**config.mk**
```make
export PLATFORM = sky130hd
export DESIGN_NAME = bounce_gen
export DESIGN_NICKNAME = d
export VERILOG_FILES = /design/src/rtl/bounce_pkg.sv /design/src/rtl/lfsr16.sv /design/src/rtl/bounce_gen.sv
export SDC_FILE = /design/constraint.sdc
export NUM_CORES = 1
export LEC_CHECK = 0
export ABC_AREA = 1
export CAP_MARGIN = 20
export CORE_ASPECT_RATIO = 1.4
export CORE_UTILIZATION = 30
export DETAILED_ROUTE_END_ITERATION = 10
export PLACE_DENSITY = 0.44
export SKIP_LAST_GASP = 1
export SLEW_MARGIN = 0
export SYNTH_ARGS = -nofsm -noshare
export SYNTH_HDL_FRONTEND = slang
export SYNTH_SLANG_ARGS = --single-unit
export TNS_END_PERCENT = 1
```
**constraint.sdc**
```tcl
create_clock -name clk -period 1.55 [get_ports clk]
set_clock_uncertainty 0.1 [all_clocks]
set_input_delay 0.2325 -clock clk [delete_from_list [all_inputs] [get_ports clk]]
set_output_delay 0.2325 -clock clk [all_outputs]
set_load 0.02 [all_outputs]
```
**src/rtl/bounce_pkg.sv**
```systemverilog
// Shared types and constants for the contact-bounce emulator.
package bounce_pkg;

    typedef enum logic [1:0] {
        ST_UP        = 2'd0,
        ST_BOUNCE_DN = 2'd1,
        ST_DOWN      = 2'd2,
        ST_BOUNCE_UP = 2'd3
    } state_e;

    localparam logic [15:0] LFSR_TAPS = 16'hB400;

    // One right-shifting Galois step.
    function automatic logic [15:0] lfsr_step(input logic [15:0] v);
        return (v >> 1) ^ (v[0] ? LFSR_TAPS : 16'h0000);
    endfunction

endpackage

```
**src/rtl/lfsr16.sv**
```systemverilog
// Free-running 16-bit Galois LFSR, reloaded with the seed on reset.
module lfsr16
    import bounce_pkg::*;
(
    input  logic        clk,
    input  logic        reset,
    input  logic [15:0] seed,
    output logic [15:0] q
);

    logic [15:0] q_q;
    logic [15:0] q_d;

    always_comb begin
        q_d = lfsr_step(q_q);
    end

    always_ff @(posedge clk) begin
        if (reset) begin
            q_q <= seed;
        end else begin
            q_q <= q_d;
        end
    end

    assign q = q_q;

endmodule

```
**src/rtl/bounce_gen.sv**
```systemverilog
// Emulates an active-low push button whose contacts bounce for a fixed window
// after each press/release, with pseudo-random dwell between bounce edges.
module bounce_gen
    import bounce_pkg::*;
#(
    parameter int unsigned BOUNCE_CYCLES = 64,
    parameter int unsigned TOGGLE_MAX    = 8,
    parameter logic [15:0] LFSR_SEED     = 16'hACE1
) (
    input  logic       clk,
    input  logic       reset,
    input  logic       press,
    input  logic       bounce_en,
    output logic       noisy_n,
    output logic       settled,
    output logic [7:0] edge_count
);

    localparam int unsigned WIN_W   = 16;
    localparam int unsigned DWELL_W = 8;
    localparam int unsigned CNT_W   = 8;

    state_e             state_q, state_d;
    logic               noisy_q, noisy_d;
    logic               settled_q, settled_d;
    logic [CNT_W-1:0]   edge_q, edge_d;
    logic [WIN_W-1:0]   win_q, win_d;
    logic [DWELL_W-1:0] dwell_q, dwell_d;

    logic [15:0]        lfsr_q;
    logic [DWELL_W-1:0] fresh_dwell;
    logic [CNT_W-1:0]   edge_inc;
    logic               tgt_lvl;
    state_e             tgt_state;
    logic               unused_lfsr;

    lfsr16 u_lfsr (
        .clk   (clk),
        .reset (reset),
        .seed  (LFSR_SEED),
        .q     (lfsr_q)
    );

    assign unused_lfsr = ^lfsr_q[15:7];
    assign fresh_dwell = DWELL_W'(lfsr_q[6:0] & 7'(TOGGLE_MAX - 1)) + DWELL_W'(1);
    assign edge_inc    = (edge_q == {CNT_W{1'b1}}) ? edge_q : edge_q + CNT_W'(1);

    // Next-state and output logic; the level change on a press decision is
    // applied in the same cycle the new state becomes visible.
    always_comb begin
        state_d   = state_q;
        noisy_d   = noisy_q;
        settled_d = settled_q;
        edge_d    = edge_q;
        win_d     = win_q;
        dwell_d   = dwell_q;
        tgt_lvl   = (state_q == ST_BOUNCE_UP);
        tgt_state = (state_q == ST_BOUNCE_UP) ? ST_UP : ST_DOWN;

        case (state_q)
            ST_UP: begin
                if (press) begin
                    noisy_d = 1'b0;
                    edge_d  = CNT_W'(1);
                    if (bounce_en) begin
                        state_d   = ST_BOUNCE_DN;
                        settled_d = 1'b0;
                        win_d     = WIN_W'(BOUNCE_CYCLES - 1);
                        dwell_d   = fresh_dwell;
                    end else begin
                        state_d = ST_DOWN;
                    end
                end
            end
            ST_DOWN: begin
                if (!press) begin
                    noisy_d = 1'b1;
                    edge_d  = CNT_W'(1);
                    if (bounce_en) begin
                        state_d   = ST_BOUNCE_UP;
                        settled_d = 1'b0;
                        win_d     = WIN_W'(BOUNCE_CYCLES - 1);
                        dwell_d   = fresh_dwell;
                    end else begin
                        state_d = ST_UP;
                    end
                end
            end
            ST_BOUNCE_DN, ST_BOUNCE_UP: begin
                if (win_q == '0) begin
                    state_d   = tgt_state;
                    settled_d = 1'b1;
                    noisy_d   = tgt_lvl;
                    if (noisy_q != tgt_lvl) begin
                        edge_d = edge_inc;
                    end
                end else begin
                    win_d = win_q - WIN_W'(1);
                    if (dwell_q == DWELL_W'(1)) begin
                        noisy_d = ~noisy_q;
                        edge_d  = edge_inc;
                        dwell_d = fresh_dwell;
                    end else begin
                        dwell_d = dwell_q - DWELL_W'(1);
                    end
                end
            end
        endcase
    end

    always_ff @(posedge clk) begin
        if (reset) begin
            state_q   <= ST_UP;
            noisy_q   <= 1'b1;
            settled_q <= 1'b1;
            edge_q    <= '0;
            win_q     <= '0;
            dwell_q   <= '0;
        end else begin
            state_q   <= state_d;
            noisy_q   <= noisy_d;
            settled_q <= settled_d;
            edge_q    <= edge_d;
            win_q     <= win_d;
            dwell_q   <= dwell_d;
        end
    end

    assign noisy_n    = noisy_q;
    assign settled    = settled_q;
    assign edge_count = edge_q;

endmodule

```
==> impl_metrics.tcl <==
set metrics [dict create \
    antenna_found_initial 0 \
    grt-ovfl-total 0 \
    placed_area_sq_um 3115 \
    numCtsBuffers 5 \
    worst_slew_margin_rel 0.7835 \
    finalHoldViolations 0 \
    syn-num-nets 362 \
    cts.clk_slew.worst_paths_ns 0.08 \
    firstDrtPassIters 4 \
    final.setup.worst_slack_ns -0.1539 \
    ir_drop_mv 0.9222 \
    worst_setup_path_end_kind "primary output" \
    fin_setup_tns_ns -1.571 \
    area.growth.synth_to_final_pct 34.93 \
    cap_violations 0 \
    grt_pass1_wl_mm 10.38 \
    antennaDiodeCount 0 \
    grt_max_degree 24 \
    yosys_warnings 0 \
    hold_path_class "reg2reg" \
    syn_area_sq_um 2504 \
    violations "setup timing" \
    outcome "finished, violations left" \
    cts_num_sinks 52 \
    core.rowCount 39 \
    drive_gt1_frac 0.2560 \
    drcViolationCount 0 \
    cts_tree "yes" \
    final_cell_mix "nand2_1 (65), buf_4 (52), dfxtp_1 (50), nor2_1 (40), inv_1 (35)" \
    worstSetupStartpointType "flip-flop" \
    gp_congestion 0.7911 \
    crit_type "reg2out" \
    layout.cells.most_common "nand2_1" \
    dieArea_sq_um 8720 \
    vias_per_cell 4.477 \
    synth.avg_cell_area_sq_um 7.113 \
    wl_per_cell_microns 11.81 \
    synth_seq_cells 52 \
    critPathArrivalTime_ns 1.37 \
    ys_types 29 \
    period_share 1.099 \
    routed-via-count 2328 \
    io_pins 14 \
    final_area_sq_um 3378 \
    min_period_ns 1.704 \
    cts_setup_buffers 0 \
    holdBufCountCts 0 \
    die_y_microns 110.1 \
    path_cells "buf_4 > clkdlybuf4s50_1" \
    die_x_microns 79.21 \
    slowest_stage "clkdlybuf4s50_1" \
    power-per-cell-area_nw_per_um2 1657 \
    rsz0062_at_grt "yes" \
    cts-root-buf "clkbuf_16" \
    drt_iter0_drc 62 \
    clockBufferDepth 2 \
    grt_pass1_vias 2326 \
    ant_nets 0 \
    p_leak_nw 1.518 \
    synth_cells 352 \
    fin_nets 427 \
    h-tree-depth 2 \
    grt.total_usage 0.1541 \
    core_sq_um 8149 \
    clock_latency_ns 0.30 \
    path_buf_inv 2 \
    drv_slew 0 \
    initial_utilization 0.3072 \
    crit_family "buffers and inverters" \
    critPathMaxStageDelay_ns 0.59 \
    final-setup-viol-count 27 \
    dp_hpwl_mm 4.523 \
    critPathMaxFanout 4 \
    tightest_slew_ns 0.3222 \
    required_ns 1.22 \
    max_freq_ghz 0.5869 \
    ys_seq_area_frac 0.4158 \
    routed_wl_mm 6.142 \
    port_buffers 13 \
]
[registers in the layout, summed over array words and instances, names as in the netlist]
| name | cells |
|---|---|
| dwell_q | 8 |
| edge_count | 8 |
| noisy_n | 1 |
| settled | 1 |
| state_q | 2 |
| u_lfsr.q | 16 |
| win_q | 16 |
[power by group]
part / total (mW) / switching, mW / internal (mW)
Combinational: 2.68 / 1.50 / 1.18
Clock: 1.18 / 0.560 / 0.623
Sequential: 1.74 / 0.158 / 1.58
[worst min-delay path: cells and delay by family (launching register included)]
kind | cells | cell delay, ns
buf+inv | 1 | 0.04
flops | 1 | 0.30
simple gates | 1 | 0.03
[final cells by class]
type | instances | area (sq um)
Tap cell | 102 | 127.6
Multi-Input combinational cell | 252 | 1370
Timing Repair Buffer | 65 | 521.8
Clock buffer | 5 | 125.1
Inverter | 41 | 156.4
Sequential cell | 52 | 1049
Fill cell | 866 | 4771
Clock inverter | 3 | 28.78
[synthesized netlist by cell type]
cell,count,share of area
nor2_4,1,0.0045
o21ai_1,3,0.0060
nand2_2,4,0.010
a21o_1,1,0.0030
a21oi_1,26,0.052
xor2_1,5,0.017
clkbuf_1,4,0.0060
nand3_2,2,0.0080
ha_1,6,0.030
buf_2,1,0.0020
nor3_1,11,0.022
inv_1,38,0.057
buf_4,2,0.0060
a31oi_1,2,0.0050
nand2_1,71,0.11
nand2_4,2,0.0090
nor3b_1,1,0.0030
nor2_2,3,0.0075
or2_1,1,0.0025
dfxtp_1,52,0.42
o21ai_0,25,0.050
nand3_1,16,0.032
o21bai_1,1,0.0030
xnor2_1,6,0.021
inv_2,3,0.0045
or2_2,6,0.015
nand4_1,10,0.025
buf_6,1,0.0045
nor2_1,48,0.072
[worst paths after layout]
kind	from	to	slack (ns)	cells past startpoint
max	edge_count[1]	edge_count[1]	-0.15	2
min	u_lfsr.q[3]	u_lfsr.q[2]	0.31	2
max reg2reg	edge_count[1]	edge_count[5]	-0.09	10
min reg2reg	u_lfsr.q[3]	u_lfsr.q[2]	0.31	2
[cell families after synthesis]
logic type	synth area share
xor gates and xnor gates	0.03848
buffers and inverters	0.07996
DFF	0.4158
adders and majority gates	0.02998
and+or+nand+nor	0.3168
AOI/OAI and AO/OA	0.1189
[what timing repair did]
action	CTS	global route
cloned	0	1
gates resized for setup	2	34
endpoints found under the setup margin	43	44
pin swaps	1	18
[metrics by stage]
step	power, mW	setup slack (ns)	std cells	hold slack, ns	util
6_report	5.598	-0.1539	520	0.3056	0.4146
5_1_grt	6.093	-0.2207	520	0.3262	0.4146
4_1_cts	5.522	-0.1603	519	0.3077	0.4014
3_5_place_dp	4.309	-0.3195	511	0.2954	0.3823
3_3_place_gp	4.311	-0.2732	511	0.2888	0.3823
2_1_floorplan	3.315	0.01480	352	0.2390	-
[per-layer routing]
metal,wire [microns],track usage,vias up
met5,0,0,-
met4,217,0.07662,0
met3,129,0.02551,11
met2,3088,0.2826,26
met1,2707,0.1702,1028
li1,-,-,1263
(Power assumes the default switching activity.)
